**config.mk**
```make
export PLATFORM = sky130hd
export DESIGN_NAME = pipe_stage_fifo_flat
export DESIGN_NICKNAME = d
export VERILOG_FILES = /design/src/rtl/pipe_stage_fifo_if.sv /design/src/rtl/pipe_stage_fifo.sv /design/src/flat_wrapper.sv
export SDC_FILE = /design/constraint.sdc
export NUM_CORES = 1
export LEC_CHECK = 0
export ABC_AREA = 1
export CAP_MARGIN = 20
export CORE_UTILIZATION = 25
export DETAILED_ROUTE_END_ITERATION = 10
export DONT_BUFFER_PORTS = 1
export PLACE_DENSITY_LB_ADDON = 0.15
export RECOVER_POWER = 100
export REMOVE_ABC_BUFFERS = 1
export SYNTH_ARGS = -nofsm -noshare
export SYNTH_HDL_FRONTEND = slang
export SYNTH_SLANG_ARGS = --single-unit
```
**constraint.sdc**
```tcl
create_clock -name clk -period 48.6 [get_ports clk]
set_input_delay 14.58 -clock clk [delete_from_list [all_inputs] [get_ports clk]]
set_output_delay 14.58 -clock clk [all_outputs]
set_load 0.02 [all_outputs]
```
**src/rtl/pipe_stage_fifo_if.sv**
```systemverilog
// Valid/ready handshake bundle for pipe_stage_fifo: upstream push side and downstream pop side.
// The stage connects through the slave modport; the driving environment uses master.
interface pipe_stage_fifo_if #(
    parameter int DATA_W = 200
);
    logic              in_valid;
    logic              in_ready;
    logic [DATA_W-1:0] in_data;
    logic              out_valid;
    logic              out_ready;
    logic [DATA_W-1:0] out_data;

    modport slave (
        input  in_valid, in_data, out_ready,
        output in_ready, out_valid, out_data
    );

    modport master (
        output in_valid, in_data, out_ready,
        input  in_ready, out_valid, out_data
    );
endinterface

```
**src/rtl/pipe_stage_fifo.sv**
```systemverilog
// Elastic pipeline stage: DEPTH-entry FIFO with valid/ready on both sides, synchronous flush
// and a saturating back-pressure cycle counter.
module pipe_stage_fifo #(
    parameter int DATA_W = 200,
    parameter int DEPTH  = 2,
    parameter int CNT_W  = 16
) (
    input  logic                     clk,
    input  logic                     rst,
    input  logic                     flush,
    input  logic                     stat_clr,
    pipe_stage_fifo_if.slave         bus,
    output logic [$clog2(DEPTH):0]   count,
    output logic [CNT_W-1:0]         stall_cycles
);
    localparam int PTR_W = $clog2(DEPTH);
    localparam int OCC_W = PTR_W + 1;
    localparam logic [OCC_W-1:0] FULL_CNT = OCC_W'(DEPTH);

    logic [DATA_W-1:0] r_mem [DEPTH];
    logic [PTR_W-1:0]  r_wr_ptr;
    logic [PTR_W-1:0]  r_rd_ptr;
    logic [OCC_W-1:0]  r_count;
    logic              r_live;
    logic [CNT_W-1:0]  r_stall;

    logic w_in_ready;
    logic w_out_valid;
    logic w_push;
    logic w_pop;

    // r_live holds in_ready low until the first edge after reset release.
    assign w_in_ready  = r_live && (r_count < FULL_CNT);
    assign w_out_valid = (r_count != '0);
    assign w_push      = bus.in_valid && w_in_ready;
    assign w_pop       = w_out_valid && bus.out_ready;

    assign bus.in_ready  = w_in_ready;
    assign bus.out_valid = w_out_valid;
    assign bus.out_data  = w_out_valid ? r_mem[r_rd_ptr] : '0;
    assign count         = r_count;
    assign stall_cycles  = r_stall;

    always_ff @(posedge clk or posedge rst) begin
        if (rst) begin
            // NOTE: the register-array storage is cleared on reset as well, so no X
            // can ever reach out_data; this is cheap at small DEPTH.
            for (int i = 0; i < DEPTH; i++) begin
                r_mem[i] <= '0;
            end
            r_wr_ptr <= '0;
            r_rd_ptr <= '0;
            r_count  <= '0;
            r_live   <= 1'b0;
            r_stall  <= '0;
        end else begin
            r_live <= 1'b1;

            // Flush kills both the held entries and any transfer in the same cycle.
            if (flush) begin
                r_wr_ptr <= '0;
                r_rd_ptr <= '0;
                r_count  <= '0;
            end else begin
                if (w_push) begin
                    r_mem[r_wr_ptr] <= bus.in_data;
                    r_wr_ptr        <= r_wr_ptr + 1'b1;
                end
                if (w_pop) begin
                    r_rd_ptr <= r_rd_ptr + 1'b1;
                end
                case ({w_push, w_pop})
                    2'b10:   r_count <= r_count + 1'b1;
                    2'b01:   r_count <= r_count - 1'b1;
                    default: r_count <= r_count;
                endcase
            end

            if (stat_clr) begin
                r_stall <= '0;
            end else if (w_out_valid && !bus.out_ready && (r_stall != '1)) begin
                r_stall <= r_stall + 1'b1;
            end
        end
    end
endmodule
```
**src/flat_wrapper.sv**
```systemverilog
// flat-port wrapper written by rule: the top's interface ports become plain ports
module pipe_stage_fifo_flat 
#(
    parameter int DATA_W = 200,
    parameter int DEPTH  = 2,
    parameter int CNT_W  = 16
)
  (clk, rst, flush, stat_clr, count, stall_cycles, bus_in_valid, bus_in_data, bus_out_ready, bus_in_ready, bus_out_valid, bus_out_data);
  pipe_stage_fifo_if #(.DATA_W(DATA_W)) bus_i ();
  input  logic clk;
  input  logic rst;
  input  logic flush;
  input  logic stat_clr;
  output logic [$clog2(DEPTH):0] count;
  output logic [CNT_W-1:0] stall_cycles;
  input wire logic [$bits(bus_i.in_valid)-1:0] bus_in_valid;
  input wire logic [$bits(bus_i.in_data)-1:0] bus_in_data;
  input wire logic [$bits(bus_i.out_ready)-1:0] bus_out_ready;
  output wire logic [$bits(bus_i.in_ready)-1:0] bus_in_ready;
  output wire logic [$bits(bus_i.out_valid)-1:0] bus_out_valid;
  output wire logic [$bits(bus_i.out_data)-1:0] bus_out_data;
  assign bus_i.in_valid = bus_in_valid;
  assign bus_i.in_data = bus_in_data;
  assign bus_i.out_ready = bus_out_ready;
  assign bus_in_ready = bus_i.in_ready;
  assign bus_out_valid = bus_i.out_valid;
  assign bus_out_data = bus_i.out_data;
  pipe_stage_fifo #(.DATA_W(DATA_W), .DEPTH(DEPTH), .CNT_W(CNT_W)) u_core (.clk(clk), .rst(rst), .flush(flush), .stat_clr(stat_clr), .bus(bus_i), .count(count), .stall_cycles(stall_cycles));
endmodule
```
==> impl_metrics.ini, run 1 <==
[outcome]
outcome = complete, but fails checks
violations = capacitance limit, slew limit

[cts]
cts_resized = 0
cts_setup_buffers = 0
cts-buffers-inserted = 52
cts_hold_buf = 0
cts_buffer_depth = 3
htreeDepth = 2
cts_root_buf = clkbuf_16
tritoncts = built
clk_latency_ns = 0.58
path_clk_slew_ns = 0.06
clock-sinks = 421

[sta]
finalHoldViolCount = 0
tns_ns = 0
post-route-min-period_ns = 25.36
fin_skew_ns = 0.00849
max_slew_margin = -3.45
rsz0062_at_grt = no
whs_ns = 0.482
fin_ws_ns = 23.24
fin_crit_sh = 0.522
slew_viol_final = 1447
tightest_slew_ns = 6.68
fmax_mhz = 39.4
setup_viol = 0

[finish]
nNetsFinal = 2334
layout-drive-gt1-share = 0.0695
syn_to_final_growth_pct = 11.4
nFillCells = 7926
fin_util = 0.281
multi_input_comb_area_mm2 = 0.00673
regArea_mm2 = 0.0105

[die]
die_area_mm2 = 0.0763
pin_count = 426
num_rows = 100
die_w_um = 276
fp.coreArea_mm2 = 0.0744
dieHeight_um = 276
initial_utilization = 0.252

[worst_setup_path]
arrival_ns = 25.82
critPathLaunchType = primary input
required_ns = 49.06
critical_path_peak_fanout = 83
cp-end-kind = register
criticalPathCategory = primary input to register

[route]
routed-wl-met3_um = 3990
via_per_inst = 4.57
postRouteAntennaNets = 0
wl_met2_um = 27300
top_layer = met5
first_iter_violations = 848
met1_length_um = 23700
via_count = 14300
dr.pass1.iters = 4
wirelength_um = 56700
wl_per_cell_um = 18.1
drc_errors = 0

[placement]
dp_hpwl_um = 34700
port_buffers = 0
gp_congestion = 0.795
preCtsSetupSlack_ns = 29.92

[power]
total_power_mw = 1.36
leakage_nw = 9.59
vdd_drop_max_v = 0.0000271
powerDensity_mw_per_mm2 = 64.9

[grt]
grt-ovfl-total = 0
grt.total_usage = 0.146
grt_pass1_vias = 13900
grt_antenna_before_repair = 4
grt_max_degree = 166
grt_pass1_wl_um = 87500

[logic_synthesis]
synthSimpleGateAreaFrac = 0.158
ys.flop_type = dfrtp_1
synth-edff-count = 0
synth_top_family_by_area = simple AND/OR/NAND/NOR gates
yosys_warnings = 0
synthTopCellsByArea = dfrtp_1 56%, nand2_1 11%, a21oi_1 9.1%
yosysMostFrequentCell = nand2_1
ys_ff_latch = 421
synth_fa_ha_area_frac = 0.000666
yosys-mux-area-fraction = 0.0425
syn_area_per_cell_um2 = 8.54
synth_cell_types = 26
synth_compound_area_frac = 0.156
synth_cells = 2200
synth_area_mm2 = 0.0188
synthArstFlopShare = 1.00
yosys-top-cells-count = 556 x nand2_1, 421 x dfrtp_1, 342 x a21oi_1, 205 x inv_1, 196 x o21ai_0
synth_largest_area_cell = dfrtp_1
synth-xor-area-share = 0.00233
synth_top_area_frac = 0.561
seq_area_frac_synth = 0.561

[min_path]
holdCritPathClass = register to register

[run]
cap_violations = 18
-- worst max-delay path: stages --
cell and delay [ns]:
inv_1 0.11, nand2_1 0.08, nor2_1 0.16, clkbuf_1 2.50, clkbuf_1 2.58, clkbuf_1 2.41
clkbuf_1 2.65, mux2_2 0.50
-- per-layer routing --
layer | vias up | global-route usage
met5 | - | 0
met4 | 2 | 0.0537
met3 | 96 | 0.0436
met2 | 350 | 0.236
met1 | 6959 | 0.183
li1 | 6885 | -
-- worst paths after layout --
kind | slack (ns) | startpoint | to | cells after the start
max reg2reg | 36.29 | u_core.count[1] | u_core.r_mem[149] | 8
min reg2reg | 0.48 | u_core.r_mem[329] | u_core.r_mem[329] | 2
min | 0.48 | u_core.r_mem[329] | u_core.r_mem[329] | 2
max | 23.24 | flush | u_core.r_mem[149] | 8
min in group asynchronous | 15.15 | rst | u_core.r_wr_ptr | 1
max in group asynchronous | 25.94 | rst | u_core.r_mem[251] | 3
-- logic make-up (layout without fill, tap and decap cells) --
kind of cell               Yosys count  after routing
and+or+nand+nor                    761            761
AOI/OAI and AO/OA                  584            584
DFF                                421            421
buffers and inverters              356            313
muxes                               71             71
xor gates and xnor gates             5              5
adders and majority gates            1              1
other                                1              3
-- placed cells by master (no fill, tap or decap), types with 2 or more instances in the layout --
| cell | instances |
|---|---|
| nand2_1 | 558 |
| dfrtp_1 | 421 |
| a21oi_1 | 342 |
| o21ai_0 | 238 |
| inv_1 | 205 |
| nor2_1 | 166 |
| mux2_2 | 71 |
| clkbuf_16 | 53 |
| clkbuf_1 | 33 |
| nand4_1 | 16 |
| nand3_1 | 15 |
| clkinv_2 | 7 |
| clkbuf_8 | 6 |
| xor2_1 | 5 |
| buf_4 | 3 |
| diode_2 | 2 |
| nor2_4 | 2 |
| nand3b_1 | 2 |
| o21bai_1 | 2 |
| o21ai_1 | 2 |
| bufinv_16 | 2 |
-- power breakdown --
group          internal, mW  switching (mW)
Combinational         0.121           0.294
Sequential            0.502          0.0735
Clock                 0.217           0.151
Total                 0.840           0.518
-- state kept, by name (all words and copies together) (netlist names) --
name and cells:
u_core.r_wr_ptr 1, u_core.r_rd_ptr 1, u_core.r_live 1, u_core.count 2, u_core.r_mem 400, u_core.stall_cycles 16
-- per-stage QoR --
| step | instance area [um^2] | cells |
|---|---|---|
| global placement | 19500 | 3040 |
| finish | 20900 | 3128 |
| global route | 20900 | 3128 |
| CTS | 21100 | 3125 |
| floorplan | 18100 | 2052 |
| detailed placement | 19500 | 3041 |
-- final cells by class --
class,count,area share
diodes,2,0.000239
clock buffers,74,0.0700
clock inverters,10,0.00490
inverters,208,0.0376
multi-input cells,1423,0.322
flip-flops and latches,421,0.503
well taps,969,0.0579
repair buffers,21,0.00430
Power figures use the tool's default switching activity.
==> inputs of run 2 (changes only) <==
- clock period: 48.6 -> 22.2 ns (I/O delays scaled with it)
==> impl_metrics.ini, run 2 (synthesis results as in run 1) <==
[grt]
grt_pass1_wl_um = 88400
grt_antenna_before_repair = 5
grt_max_degree = 166
grt-ovfl-total = 0
grt.total_usage = 0.147
grt_pass1_vias = 14000

[route]
wl_per_cell_um = 18.1
drc_errors = 0
first_iter_violations = 961
via_count = 14300
wirelength_um = 56700
via_per_inst = 4.57
dr.pass1.iters = 5
postRouteAntennaNets = 0

[finish]
largest_reg_flops = 400
syn_to_final_growth_pct = 12.0
top_register = u_core.r_mem
nNetsFinal = 2333
mostFrequentLayoutCells = 558 x nand2_1, 421 x dfrtp_1, 342 x a21oi_1
layout-drive-gt1-share = 0.0736
nFillCells = 7971
final_area_mm2 = 0.0210
finalNonFillerCells = 3132
mostFrequentLayoutCell = nand2_1

[worst_setup_path]
arrival_ns = 8.86
critPathLaunchType = register
critical_path_peak_fanout = 70
required_ns = 15.54
reg2reg_to = u_core.stall_cycles[7]
worstReg2RegStart = u_core.count[1]
cp-end-kind = output pin
r2r_slack_ns = 12.93
worst_r2r_path_depth = 10
criticalPathCategory = register to output pin

[die]
dieHeight_um = 276
num_rows = 100
pin_count = 426
initial_utilization = 0.252
die_w_um = 276
fp.coreArea_mm2 = 0.0744
die_area_mm2 = 0.0763

[sta]
whs_ns = 0.481
post-route-min-period_ns = 15.52
setup_viol = 0
slew_viol_final = 928
tns_ns = 0
max_slew_margin = -2.76
finalHoldViolCount = 0
tightest_slew_ns = 5.64
fin_skew_ns = 0.00677
rsz0062_at_grt = no
fmax_mhz = 64.4
fin_crit_sh = 0.699

[min_path]
whs_endpoint = u_core.r_mem[213]
holdCritPathClass = register to register
min_from = u_core.r_mem[213]
holdPathStages = 2

[cts]
clock-sinks = 421
htreeDepth = 2
cts_resized = 0
clk_latency_ns = 0.58
cts-buffers-inserted = 53
cts_buffer_depth = 3
cts_setup_buffers = 0
cts_hold_buf = 0
cts_root_buf = clkbuf_16
tritoncts = built
path_clk_slew_ns = 0.06

[placement]
dp_cells = 3039
dpl_cell_area_mm2 = 0.0195
port_buffers = 0
dp_hpwl_um = 34700
gp_congestion = 0.792

[outcome]
outcome = complete, but fails checks
violations = capacitance limit, slew limit

[run]
cap_violations = 13

[power]
vdd_drop_max_v = 0.0000667
leakage_nw = 9.64
powerDensity_mw_per_mm2 = 142
-- run 2: cell types whose count changed in the layout (fill, tap and decap cells not counted), sizes merged --
cell	change
diode	+1
buf	+5
clkinv	-4
clkinvlp	+2
-- run 2: report_power, final --
part / internal, mW / switching [mW]
Sequential: 1.10 / 0.160
Clock: 0.498 / 0.332
Combinational: 0.265 / 0.643
Total: 1.86 / 1.13
-- run 2: critical path, stage by stage, from the launching register on --
cell      delay, ns
dfrtp_1        0.51
nor2_1         0.33
clkbuf_1       1.14
clkbuf_1       2.47
clkbuf_1       2.91
a21oi_1        0.86
-- run 2: cell type report --
| type | instances | area [um^2] | share of cell area |
|---|---|---|---|
| diodes | 3 | 7.51 | 0.000357 |
| clock buffers | 81 | 1550 | 0.0737 |
| clock inverters | 8 | 97.6 | 0.00464 |
| inverters | 208 | 787 | 0.0374 |
| multi-input cells | 1423 | 6730 | 0.320 |
| flip-flops and latches | 421 | 10500 | 0.501 |
| well taps | 969 | 1210 | 0.0576 |
| repair buffers | 19 | 126 | 0.00600 |
-- run 2: metrics by stage --
| stage | setup slack, ns | total power [mW] | utilization |
|---|---|---|---|
| 5_1_grt | 5.86 | 3.22 | 0.283 |
| 4_1_cts | 11.66 | 3.05 | 0.284 |
| 3_3_place_gp | 11.51 | 2.16 | 0.262 |
| 3_5_place_dp | 11.44 | 2.20 | 0.262 |
| 2_1_floorplan | 3.82 | 1.96 | - |
| 6_report | 6.68 | 2.99 | 0.283 |
-- run 2: worst max-delay path by stage --
| stage | startpoint | endpoint | slack, ns | depth (start not counted) |
|---|---|---|---|---|
| final | u_core.count[1] | bus_out_data[148] | 6.68 | 5 |
| after global routing | u_core.count[1] | bus_out_data[28] | 5.86 | 5 |
| after CTS | u_core.r_rd_ptr | bus_out_data[165] | 11.66 | 4 |
| after detailed placement | flush | u_core.r_mem[151] | 11.44 | 8 |
| after global placement | flush | u_core.r_mem[151] | 11.51 | 8 |
| after floorplan | rst | u_core.count[0] | 3.82 | 1 |
-- run 2: per-layer routing --
metal  routed length [um]  vias up  GRT usage  share of wire
met1                23200     6937      0.184           0.41
li1                     -     6880          -              -
met4                 1670        2     0.0511          0.029
met5                    7        -          0        0.00012
met2                27400      394      0.239           0.48
met3                 4360       91     0.0479          0.077
==> inputs of run 3 (changes only) <==
- clock period: 22.2 -> 14.4 ns (I/O delays scaled with it)
==> impl_metrics.ini, run 3 (synthesis results as in run 1) <==
[outcome]
outcome = complete, but fails checks
violations = capacitance limit, slew limit

[sta]
tns_ns = 0
post-route-min-period_ns = 10.37
max_slew_margin = -2.68
rsz0062_at_grt = no
whs_ns = 0.483
finalHoldViolCount = 0
tightest_slew_ns = 5.48
setup_viol = 0
fin_skew_ns = 0.0120
fin_crit_sh = 0.720
fin_ws_ns = 4.03
fmax_mhz = 96.4
slew_viol_final = 792

[placement]
port_buffers = 0
gp_congestion = 0.818
dp_cells = 3040
dp_hpwl_um = 36200
preCtsSetupSlack_ns = 7.16
dpl_cell_area_mm2 = 0.0195

[run]
cap_violations = 10

[cts]
cts_setup_buffers = 0
path_clk_slew_ns = 0.05
clk_latency_ns = 0.57
cts_buffer_depth = 3
htreeDepth = 2
tritoncts = built
cts_resized = 0
clock-sinks = 421
cts_root_buf = clkbuf_16
cts-buffers-inserted = 52
cts_hold_buf = 0

[worst_setup_path]
required_ns = 10.08
crit_chain = nor2_1, buf_4, clkbuf_1, a21oi_1
critPathMaxStageDelay_ns = 2.83
slowest_stage = clkbuf_1
path_depth = 4
worstReg2RegStart = u_core.count[1]
worst_r2r_path_depth = 6
reg2reg_to = u_core.r_mem[142]
critPathBufInv = 2
critical_path_peak_fanout = 86
endpoint = bus_out_data[10]
cp-end-kind = output pin
criticalPathCategory = register to output pin
critPathLaunchType = register
r2r_slack_ns = 7.30
critPathTopFamily = buffers and inverters
arrival_ns = 6.05
startpoint = u_core.count[1]

[route]
via_per_inst = 4.58
via_count = 14400
drc_errors = 0
wl_per_cell_um = 18.0
wirelength_um = 56200
dr.pass1.iters = 6
first_iter_violations = 951
postRouteAntennaNets = 0

[finish]
layout-drive-gt1-share = 0.0732
largest_reg_flops = 400
nNetsFinal = 2332
top_register = u_core.r_mem
final_area_mm2 = 0.0210
finalNonFillerCells = 3132
mostFrequentLayoutCells = 558 x nand2_1, 421 x dfrtp_1, 342 x a21oi_1
mostFrequentLayoutCell = nand2_1
syn_to_final_growth_pct = 11.6
fin_util = 0.282

[power]
power_frac_comb = 0.299
powerDensity_mw_per_mm2 = 218
total_power_mw = 4.58
switching_share = 0.383
seqPwrFrac = 0.431
p_int_mw = 2.83
switching_power_mw = 1.75
leakage_nw = 9.62
clkPwrFrac = 0.270
vdd_drop_max_v = 0.000122

[die]
dieHeight_um = 276
fp.coreArea_mm2 = 0.0744
num_rows = 100
pin_count = 426
die_w_um = 276
die_area_mm2 = 0.0763
initial_utilization = 0.252

[grt]
grt_pass1_wl_um = 86800
grt_pass1_vias = 14000
grt.total_usage = 0.145
grt-ovfl-total = 0
grt_max_degree = 163
grt_antenna_before_repair = 7

[min_path]
holdCritPathClass = register to register
==> run 3: cell types whose count changed in the layout (fill, tap and decap cells not counted), moves of 2 or more <==
cell / change
buf_4: +4
diode_2: +2
clkbuf_8: -7
clkinv_2: +3
o21ai_1: -2
o21ai_0: +2
==> run 3: area by class of cell <==
class,instances,area [um^2]
Fill cell,8019,53500
Antenna cell,5,12.5
Inverter,208,787
Sequential cell,421,10500
Multi-Input combinational cell,1423,6730
Tap cell,969,1210
Timing Repair Buffer,19,125
Clock buffer,76,1460
Clock inverter,11,114
==> run 3: worst min path at each step <==
stage,startpoint,endpoint,slack (ns),depth (start not counted)
after CTS,u_core.r_mem[282],u_core.r_mem[282],0.49,2
after global placement,u_core.r_mem[279],u_core.r_mem[279],0.47,2
after detailed placement,u_core.r_mem[285],u_core.r_mem[285],0.47,2
final,u_core.r_mem[282],u_core.r_mem[282],0.48,2
after global routing,u_core.r_mem[280],u_core.r_mem[280],0.50,2
after floorplan,u_core.r_mem[205],u_core.r_mem[205],0.45,2
==> run 3: tightest hold or removal path: cells and delay by family, from the launching register on <==
| kind | cells | cell delay [ns] |
|---|---|---|
| AND/OR/NAND/NOR | 1 | 0.05 |
| AO/OA/AOI/OAI | 1 | 0.06 |
| flip-flops | 1 | 0.34 |
==> run 3: layer usage <==
| layer | GRT usage | part of all wire | vias to the layer above |
|---|---|---|---|
| met2 | 0.243 | 0.49 | 401 |
| met1 | 0.171 | 0.40 | 6970 |
| met4 | 0.0551 | 0.034 | 4 |
| met5 | 0 | 0.00048 | - |
| li1 | - | - | 6881 |
| met3 | 0.0470 | 0.078 | 96 |
==> run 3: power groups by stage <==
stage          clock network, mW  registers [mW]  logic [mW]
3_5_place_dp                   0            1.99        1.39
6_report                    1.24            1.98        1.37
5_1_grt                     1.34            2.04        1.54
4_1_cts                     1.29            1.98        1.39
3_3_place_gp                   0            1.99        1.36
2_1_floorplan                  0            1.92        1.10
